**config.mk**
```make
export PLATFORM = sky130hd
export DESIGN_NAME = rgmii_rx_dly_cal
export DESIGN_NICKNAME = d
export VERILOG_FILES = /design/src/rtl/rgmii_cal_pkg.sv /design/src/rtl/rgmii_rx_frame_chk.sv /design/src/rtl/rgmii_rx_dly_cal.sv
export SDC_FILE = /design/constraint.sdc
export NUM_CORES = 1
export LEC_CHECK = 0
export ABC_AREA = 1
export BUFFER_PORTS_ARGS = -buffer_cell sky130_fd_sc_hd__buf_4
export CORE_MARGIN = 3
export CORE_UTILIZATION = 45
export DETAILED_ROUTE_END_ITERATION = 10
export HOLD_SLACK_MARGIN = 0.02
export PLACE_DENSITY = 0.7
export RECOVER_POWER = 50
export SLEW_MARGIN = 20
export SYNTH_ARGS = -nofsm -noshare
export SYNTH_HDL_FRONTEND = slang
export SYNTH_SLANG_ARGS = --single-unit
```
**constraint.sdc**
```tcl
create_clock -name clk -period 7.2 [get_ports clk]
set_input_delay 0 -clock clk [delete_from_list [all_inputs] [get_ports clk]]
set_output_delay 0 -clock clk [all_outputs]
set_load 0.02 [all_outputs]
```
**src/rtl/rgmii_cal_pkg.sv**
```systemverilog
// Shared constants and types for the RGMII receive IDELAY calibrator.
package rgmii_cal_pkg;

    localparam logic [7:0] ETH_PREAMBLE = 8'h55;
    localparam logic [7:0] ETH_SFD      = 8'hD5;
    localparam int         TAP_W        = 5;
    localparam int         NUM_TAPS     = 32;
    localparam int         PRE_MAX      = 7;

    localparam logic [3:0] ST_IDLE      = 4'd0;
    localparam logic [3:0] ST_LOAD      = 4'd1;
    localparam logic [3:0] ST_SETTLE    = 4'd2;
    localparam logic [3:0] ST_WAIT_IDLE = 4'd3;
    localparam logic [3:0] ST_MONITOR   = 4'd4;
    localparam logic [3:0] ST_NEXT      = 4'd5;
    localparam logic [3:0] ST_EVAL      = 4'd6;
    localparam logic [3:0] ST_APPLY     = 4'd7;
    localparam logic [3:0] ST_DONE      = 4'd8;

    typedef enum logic [3:0] {
        S_IDLE      = ST_IDLE,
        S_LOAD      = ST_LOAD,
        S_SETTLE    = ST_SETTLE,
        S_WAIT_IDLE = ST_WAIT_IDLE,
        S_MONITOR   = ST_MONITOR,
        S_NEXT      = ST_NEXT,
        S_EVAL      = ST_EVAL,
        S_APPLY     = ST_APPLY,
        S_DONE      = ST_DONE
    } cal_state_t;

    typedef enum logic [1:0] {
        CHK_IDLE,
        CHK_PRE,
        CHK_SKIP
    } chk_state_t;

    // Centre of a tap window, rounding down for even lengths.
    function automatic logic [TAP_W-1:0] centre_tap(input logic [TAP_W-1:0] start,
                                                     input logic [TAP_W:0]   len);
        logic [TAP_W:0] half;
        half = (len - 6'd1) >> 1;
        return start + half[TAP_W-1:0];
    endfunction

endpackage

```
**src/rtl/rgmii_rx_frame_chk.sv**
```systemverilog
// Scores each GMII frame by its preamble length and SFD; emits one good/bad pulse per frame.
module rgmii_rx_frame_chk
    import rgmii_cal_pkg::*;
#(
    parameter int unsigned MIN_PRE = 2
) (
    input  logic       clk,
    input  logic       rst_n,
    input  logic       en,
    input  logic       gmii_rx_dv,
    input  logic [7:0] gmii_rxd,
    output logic       frm_good,
    output logic       frm_bad
);

    localparam logic [2:0] MIN_PRE_C = 3'(MIN_PRE);
    localparam logic [2:0] PRE_MAX_C = 3'(PRE_MAX);

    chk_state_t state;
    logic [2:0] pre_cnt;
    logic [2:0] cur_cnt;

    assign cur_cnt = (state == CHK_PRE) ? pre_cnt : 3'd0;

    // CHK_IDLE with dv high is always a frame start: entry requires dv low beforehand.
    always_ff @(posedge clk or negedge rst_n) begin
        if (!rst_n) begin
            state    <= CHK_IDLE;
            pre_cnt  <= 3'd0;
            frm_good <= 1'b0;
            frm_bad  <= 1'b0;
        end else begin
            frm_good <= 1'b0;
            frm_bad  <= 1'b0;
            if (!en) begin
                state   <= CHK_IDLE;
                pre_cnt <= 3'd0;
            end else begin
                case (state)
                    CHK_IDLE, CHK_PRE: begin
                        if (!gmii_rx_dv) begin
                            if (state == CHK_PRE)
                                frm_bad <= 1'b1;
                            state   <= CHK_IDLE;
                            pre_cnt <= 3'd0;
                        end else if (gmii_rxd == ETH_PREAMBLE) begin
                            if (cur_cnt == PRE_MAX_C) begin
                                frm_bad <= 1'b1;
                                state   <= CHK_SKIP;
                            end else begin
                                pre_cnt <= cur_cnt + 3'd1;
                                state   <= CHK_PRE;
                            end
                        end else begin
                            if (gmii_rxd == ETH_SFD && cur_cnt >= MIN_PRE_C)
                                frm_good <= 1'b1;
                            else
                                frm_bad <= 1'b1;
                            state <= CHK_SKIP;
                        end
                    end
                    CHK_SKIP: begin
                        if (!gmii_rx_dv) begin
                            state   <= CHK_IDLE;
                            pre_cnt <= 3'd0;
                        end
                    end
                    default: begin
                        state   <= CHK_IDLE;
                        pre_cnt <= 3'd0;
                    end
                endcase
            end
        end
    end

endmodule

```
**src/rtl/rgmii_rx_dly_cal.sv**
```systemverilog
// Sweeps the shared RGMII RX IDELAY tap, scores each tap on received frames,
// then loads the centre of the longest passing window.
module rgmii_rx_dly_cal
    import rgmii_cal_pkg::*;
#(
    parameter logic [TAP_W-1:0] DEFAULT_TAP    = 5'd0,
    parameter int unsigned      SETTLE_CYC     = 16,
    parameter int unsigned      FRAMES_PER_TAP = 8,
    parameter int unsigned      MIN_PRE        = 2,
    parameter int unsigned      TIMEOUT_CYC    = 2**20
) (
    input  logic             clk,
    input  logic             rst_n,
    input  logic             cal_start,
    input  logic             gmii_rx_dv,
    input  logic [7:0]       gmii_rxd,
    output logic             dly_ld,
    output logic [TAP_W-1:0] dly_cntvalue,
    output logic             cal_busy,
    output logic             cal_done,
    output logic             cal_err,
    output logic [31:0]      pass_map
);

    localparam int SET_W = $clog2(SETTLE_CYC + 1);
    localparam int FRM_W = $clog2(FRAMES_PER_TAP + 1);
    localparam int TMO_W = $clog2(TIMEOUT_CYC + 1);
    localparam logic [TAP_W-1:0] LAST_TAP = TAP_W'(NUM_TAPS - 1);

    cal_state_t       state;
    logic [TAP_W-1:0] tap;
    logic [SET_W-1:0] settle_cnt;
    logic [FRM_W-1:0] frm_cnt;
    logic [TMO_W-1:0] tmo_cnt;
    logic [TAP_W-1:0] scan_idx;
    logic [TAP_W-1:0] run_start;
    logic [TAP_W:0]   run_len;
    logic [TAP_W-1:0] best_start;
    logic [TAP_W:0]   best_len;
    logic [TAP_W-1:0] run_start_nx;
    logic [TAP_W:0]   run_len_nx;
    logic             frm_good;
    logic             frm_bad;
    logic             chk_en;

    assign chk_en = (state == S_MONITOR);

    rgmii_rx_frame_chk #(
        .MIN_PRE(MIN_PRE)
    ) u_frame_chk (
        .clk       (clk),
        .rst_n     (rst_n),
        .en        (chk_en),
        .gmii_rx_dv(gmii_rx_dv),
        .gmii_rxd  (gmii_rxd),
        .frm_good  (frm_good),
        .frm_bad   (frm_bad)
    );

    // Run tracker for the window scan; a strict-greater update keeps the lowest start on ties.
    always_comb begin
        run_len_nx   = '0;
        run_start_nx = run_start;
        if (pass_map[scan_idx]) begin
            run_len_nx = run_len + 6'd1;
            if (run_len == '0)
                run_start_nx = scan_idx;
        end
    end

    always_ff @(posedge clk or negedge rst_n) begin
        if (!rst_n) begin
            state        <= S_IDLE;
            tap          <= '0;
            settle_cnt   <= '0;
            frm_cnt      <= '0;
            tmo_cnt      <= '0;
            scan_idx     <= '0;
            run_start    <= '0;
            run_len      <= '0;
            best_start   <= '0;
            best_len     <= '0;
            dly_ld       <= 1'b0;
            dly_cntvalue <= DEFAULT_TAP;
            cal_busy     <= 1'b0;
            cal_done     <= 1'b0;
            cal_err      <= 1'b0;
            pass_map     <= '0;
        end else begin
            dly_ld <= 1'b0;
            case (state)
                S_IDLE: begin
                    if (cal_start) begin
                        tap      <= '0;
                        pass_map <= '0;
                        cal_done <= 1'b0;
                        cal_err  <= 1'b0;
                        cal_busy <= 1'b1;
                        state    <= S_LOAD;
                    end
                end
                S_LOAD: begin
                    dly_cntvalue <= tap;
                    dly_ld       <= 1'b1;
                    settle_cnt   <= '0;
                    state        <= S_SETTLE;
                end
                S_SETTLE: begin
                    if (settle_cnt == SET_W'(SETTLE_CYC - 1))
                        state <= S_WAIT_IDLE;
                    else
                        settle_cnt <= settle_cnt + 1'b1;
                end
                S_WAIT_IDLE: begin
                    if (!gmii_rx_dv) begin
                        frm_cnt <= '0;
                        tmo_cnt <= '0;
                        state   <= S_MONITOR;
                    end
                end
                S_MONITOR: begin
                    if (frm_bad) begin
                        state <= S_NEXT;
                    end else if (frm_good && frm_cnt == FRM_W'(FRAMES_PER_TAP - 1)) begin
                        pass_map[tap] <= 1'b1;
                        state         <= S_NEXT;
                    end else if (tmo_cnt == TMO_W'(TIMEOUT_CYC - 1)) begin
                        cal_err <= 1'b1;
                        state   <= S_NEXT;
                    end else begin
                        if (frm_good)
                            frm_cnt <= frm_cnt + 1'b1;
                        tmo_cnt <= tmo_cnt + 1'b1;
                    end
                end
                S_NEXT: begin
                    if (tap == LAST_TAP) begin
                        scan_idx   <= '0;
                        run_start  <= '0;
                        run_len    <= '0;
                        best_start <= '0;
                        best_len   <= '0;
                        state      <= S_EVAL;
                    end else begin
                        tap   <= tap + 1'b1;
                        state <= S_LOAD;
                    end
                end
                S_EVAL: begin
                    run_len   <= run_len_nx;
                    run_start <= run_start_nx;
                    if (run_len_nx > best_len) begin
                        best_len   <= run_len_nx;
                        best_start <= run_start_nx;
                    end
                    if (scan_idx == LAST_TAP)
                        state <= S_APPLY;
                    else
                        scan_idx <= scan_idx + 1'b1;
                end
                S_APPLY: begin
                    if (best_len != '0) begin
                        tap          <= centre_tap(best_start, best_len);
                        dly_cntvalue <= centre_tap(best_start, best_len);
                    end else begin
                        tap          <= DEFAULT_TAP;
                        dly_cntvalue <= DEFAULT_TAP;
                        cal_err      <= 1'b1;
                    end
                    dly_ld   <= 1'b1;
                    cal_busy <= 1'b0;
                    cal_done <= 1'b1;
                    state    <= S_DONE;
                end
                S_DONE: begin
                    state <= S_IDLE;
                end
                default: begin
                    state <= S_IDLE;
                end
            endcase
        end
    end

endmodule

```
# Yosys cells after proc, flatten, opt, wreduce, memory -nomap -nowiden
# Index checks and enable logic that the tools add are counted.
# totals
output_inout_bits	41
word_cells	184
regBits	114
input_bits	12
# classes
reduce_logical	29
muxes	83
magnitude_cmp	5
addsub	9
n_bitwise	1
eq_ne	37
# op_table
cell	n
$mux 32	3
$mux 21	4
$pmux 32 s2	1
$pmux 5 s2	5
$mux 4	12
$mux 5	9
$pmux 21 s2	1
$ne 2x2->1 const B	16
$or 32x32->32	1
$pmux 4 s8	1
$pmux 6 s2	2
$add 21x1->21 const B	1
$eq 21x20->1 const B	1
$mux 1	21
$mux 3	7
$eq 4x3->1 const B	5
$mux 6	3
$add 5x1->5 const B	3
$pmux 5 s3	1
$lt 5x6->1 const B	2
$ne 4x4->1 const B	3
$reduce_and 3->1	4
$reduce_and 6->1	2
$reduce_bool 2->1	6
other kinds (36)	50

# Depth between registers and ports, before layout
# depth
word_depth	9
mapped_depth	22
mapped_depth_nobuf	20

# Cells and area by module
# From an unflattened synthesis, not the netlist that was laid out.
# hier_totals
hier_cells	869
area_unflattened_um2	6655.1
# modules_own_cells
mod	instances	seq_area_each_um2	cells_each	area_per_inst_um2
rgmii_rx_dly_cal	1	2677.6	807	6167.2
rgmii_rx_frame_chk	1	175.2	62	488.0

# Worst setup path after synthesis
# No wires, ideal clock.
# synth_path
path_type	reg-to-reg
from	register scan_idx[0]
to	register best_start[0]
setup_slack_ns	4.623
synth_period_minus_slack_ns	2.577
n_path_buf	4
path_stages_with_launch	22
required_time_ns	7.135
setup_ns	0.065
arrival_ns	2.512
cell_sequence	dfrtp_1 -> buf_6 -> inv_4 -> buf_6 -> nand2_1 -> nand3_1 -> a21oi_1 -> nor2_1 -> nand2_2 -> nand2_2 -> buf_6 -> nor2_4 -> ha_1 -> nand2_1 -> nor2_1 -> o21ai_0 -> o211ai_1 -> nand3_1 -> nand2_2 -> buf_2 -> nand3_1 -> nand2_1
# synth_via
elab_chain_cells	6
elab_cells_between_ends	10
classes_between	order compare (1); eq/ne (1); mux (7); reduce/logical (1)
# synth_rtl
element	line	rtl
start: declaration	rgmii_rx_dly_cal.sv:35	logic [TAP_W-1:0] scan_idx;
start signal: assignment	rgmii_rx_dly_cal.sv:159	scan_idx <= scan_idx + 1'b1;
$bmux 1 s5	rgmii_rx_dly_cal.sv:64	if (pass_map[scan_idx]) begin
$mux 1 (not written as such)	rgmii_rx_dly_cal.sv:64	
$mux 6	rgmii_rx_dly_cal.sv:64	
$gt 6x6->1	rgmii_rx_dly_cal.sv:152	if (run_len_nx > best_len) begin
$ne 2x2->1 (no source line)	n/a	
$reduce_and 3->1 (no source line)	n/a	
end signal: assignment	rgmii_rx_dly_cal.sv:154	best_start <= run_start_nx;
end: declaration	rgmii_rx_dly_cal.sv:38	logic [TAP_W-1:0] best_start;
# Several ways; a longest one is shown, not always the timed one. The select of a mux whose other input is x is not followed.
# A chain may end at the register's enable or synchronous reset.

# Worst setup path in the final report
# layout_path
from	register scan_idx[0]
to	register best_start[1]
# layout_via
elab_chain_cells	6
elab_cells_between_ends	9
classes_between	order compare (1); eq/ne (1); mux (6); reduce/logical (1)
# layout_rtl
element	line
$bmux 1 s5 *	rgmii_rx_dly_cal.sv:64
$mux 1 (not written as such) *	rgmii_rx_dly_cal.sv:64
$mux 6	rgmii_rx_dly_cal.sv:64
$gt 6x6->1	rgmii_rx_dly_cal.sv:152
$ne 2x2->1 (no source line)	n/a
$reduce_and 3->1 (no source line)	n/a
# Every way passes the cells marked *; elsewhere a longest branch is shown, timed or not. The select of a mux whose other input is x is not followed.

==> flow_metrics.tcl <==
set metrics [dict create \
    max_stage_delay_ns 0.62 \
    hold_viol 0 \
    layout.nets 950 \
    pin_count 53 \
    die_area_sq_um 16400 \
    htree_levels 4 \
    final_area_sq_um 7680 \
    route.detailed.wl_per_inst_microns 13.9 \
    grt_max_degree 61 \
    area_delta_synth_final_pct 14.7 \
    ys_seq_elements 114 \
    via_count 5696 \
    crit_required_ns 7.50 \
    setup_viol 0 \
    period_share_pct 46.5 \
    finClkSkew_ns 0.00686 \
    synth-main-ff-cell "dfrtp_1" \
    path_clk_slew_ns 0.05 \
    max_freq_ghz 0.299 \
    cts_tree "built" \
    grt_usage_pct 20.0 \
    synth_top_area_share_pct 42.6 \
    worstPathArrival_ns 3.65 \
    seq_area_frac_synth_pct 42.6 \
    synth_edf_count 0 \
    hpwl_microns 11100 \
    n_antenna_cell 0 \
    yosysUniqueCellTypes 49 \
    cp-end-kind "flop" \
    layout_min_cycle_time_ns 3.35 \
    synthCells 852 \
    cts_sinks 114 \
    postSynth.asyncResetShare_pct 100 \
    yosys_warnings 0 \
    place_area_sq_um 7160 \
    cts_buffer_depth 2 \
    post_synth.cell_area_avg_sq_um 7.85 \
    start_util_pct 47.1 \
    hold_path.class "in2reg" \
    status "finished, violations left" \
    yosys-top-cells-area "dfrtp_1 43%, nand2_1 12%, inv_1 6.1%" \
    drv_cap 1 \
    synth_area_leader_cell "dfrtp_1" \
    dp.cells 1066 \
    wl_microns 15300 \
    cts_buffers 17 \
    postSynthNetCount 893 \
    die_x_microns 128 \
    cts_root_buf "clkbuf_16" \
    drcViolationCount 0 \
    grt.overflow.total 0 \
    yosysMostFrequentCell "nand2_1" \
    antenna_found_initial 0 \
    worst_slack_ns 3.85 \
    ant_nets 0 \
    drt_iter0_markers 504 \
    path_max_fanout 20 \
    io_buffers 52 \
    clk_latency_ns 0.42 \
    power_density_nw_per_um2 326 \
    grt_pass1_vias 5538 \
    rsz0062_at_grt "false" \
    tns_ns 0 \
    ir_drop_uv 188 \
    firstDrtPassIters 5 \
    worst_slew_pin_slew_ns 3.19 \
    core_area_sq_um 14200 \
    netlist_area_sq_um 6690 \
    slowest_stage "dfrtp_1" \
    violations "max-capacitance violations, max-slew violations" \
    fin_cells 1102 \
    cpMostUsedCell "nand2_1" \
    core.rowCount 43 \
    criticalPathCategory "reg2reg" \
    crit_chain "inv_4 > nand2_1 > nand3_1 > nand2_1 > nand2_1 > nand2_1 > nor2_1 > nand2_2 > nand2_2 > nor2_1 > ha_1 > nand2_1 > nor2_1 > o21ai_0 > o211ai_1 > nand3_1 > nand2_2 > inv_1 > nand2_1 > nand2_1" \
    worst_setup_path_start_kind "flop" \
    relSlewSlack_pct -113 \
    gp_congestion 0.887 \
    synth_common_cells "219 x nand2_1, 114 x dfrtp_1, 109 x inv_1" \
    p_leak_nw 3.57 \
    grt_pass1_wl_microns 26500 \
    drive_above_1_share_pct 9.76 \
    slew_violations 61 \
    dp_slack_ns 3.93 \
    viasPerCell 5.17 \
    dieHeight_microns 128 \
]
-- worst max-delay path: cells and delay by family, from the launching register on --
| family | cells | cell delay, ns |
|---|---|---|
| buffers and inverters | 2 | 0.47 |
| AND/OR/NAND/NOR | 15 | 1.66 |
| AO/OA/AOI/OAI | 2 | 0.19 |
| flip-flops | 1 | 0.62 |
| adder cells (fa/ha/maj) | 1 | 0.29 |
-- where the power goes --
part | internal (W) | total (W) | switching [W]
clock network | 0.000598 | 0.000889 | 0.000291
registers | 0.000716 | 0.000808 | 0.0000918
logic | 0.000221 | 0.000802 | 0.000581
-- final cells by class --
class                   count  area (sq um)
clock buffers              24           512
clock inverters             8           123
fillers                  1352          6530
inverters                 117           447
multi-input cells         602          3240
flip-flops and latches    114          2850
well taps                 180           225
repair buffers             57           280
-- sequential cells by signal (all words and copies together), names as in the netlist, 5 cells and up --
register,flops
best_start,5
tmo_cnt,21
scan_idx,5
dly_cntvalue,5
pass_map,32
best_len,6
tap,5
run_start,5
run_len,6
settle_cnt,5
-- cells in the final DEF, fill, tap and decap left out, types with 6 or more instances in the layout --
cell | synthesis | routed
nand2_1 | 219 | 219
dfrtp_1 | 114 | 114
inv_1 | 109 | 109
nand3_1 | 68 | 68
nor2_1 | 62 | 62
a21oi_1 | 52 | 52
o21ai_0 | 49 | 49
clkbuf_1 | 2 | 43
ha_1 | 28 | 28
nor3_1 | 19 | 19
xor2_1 | 18 | 18
clkbuf_16 | 0 | 17
nand4_1 | 11 | 11
buf_4 | 2 | 11
o31ai_1 | 9 | 9
nand2_2 | 7 | 7
nor2_4 | 6 | 6
clkbuf_8 | 0 | 6
-- per-layer routing --
| metal | wire length, microns | vias up | track usage [%] |
|---|---|---|---|
| li1 | - | 2881 | - |
| met1 | 7450 | 2659 | 28.6 |
| met2 | 6780 | 131 | 29.7 |
| met3 | 774 | 25 | 4.08 |
| met4 | 277 | 0 | 8.05 |
| met5 | 0 | - | 0 |
-- per-stage QoR --
stage               utilization [%]  total power [W]  hold slack (ns)
floorplan                         -          0.00150           -0.296
global route                   54.0          0.00267           0.0929
detailed placement             50.4          0.00164            0.131
finish                         54.0          0.00250           0.0585
global placement               50.4          0.00163            0.120
CTS                            55.2          0.00254           0.0333
-- cell families after synthesis --
logic type	count (synthesis)	share of synthesized area (%)
adder cells (fa/ha/maj)	29	5.54
buffers and inverters	136	8.98
flip-flops	114	42.6
AO/OA/AOI/OAI	131	10.9
XOR/XNOR	23	3.01
AND/OR/NAND/NOR	419	28.9
-- repair_timing --
action / CTS / global route
endpoints found under the hold margin: 63 / 0
buffers inserted: 0 / 0
hold buffers: 4 / 0
gates resized for setup: 0 / 0
-- final timing paths --
path                                                    startpoint                                 end  slack, ns  cells past startpoint
min in group asynchronous                                    rst_n  u_frame_chk.pre_cnt[2]$_DFFE_PN0P_       1.19                      2
worst min-delay path                                   gmii_rxd[7]    u_frame_chk.state[0]$_DFFE_PN0P_       0.06                      6
worst max register to register             scan_idx[0]$_DFFE_PN0P_           best_start[1]$_DFFE_PN0P_       3.85                     20
max in group asynchronous                                    rst_n            pass_map[26]$_DFFE_PN0P_       4.00                      3
worst max-delay path                       scan_idx[0]$_DFFE_PN0P_           best_start[1]$_DFFE_PN0P_       3.85                     20
worst min register to register  u_frame_chk.pre_cnt[0]$_DFFE_PN0P_  u_frame_chk.pre_cnt[0]$_DFFE_PN0P_       0.49                      2
(Power assumes the default switching activity.)
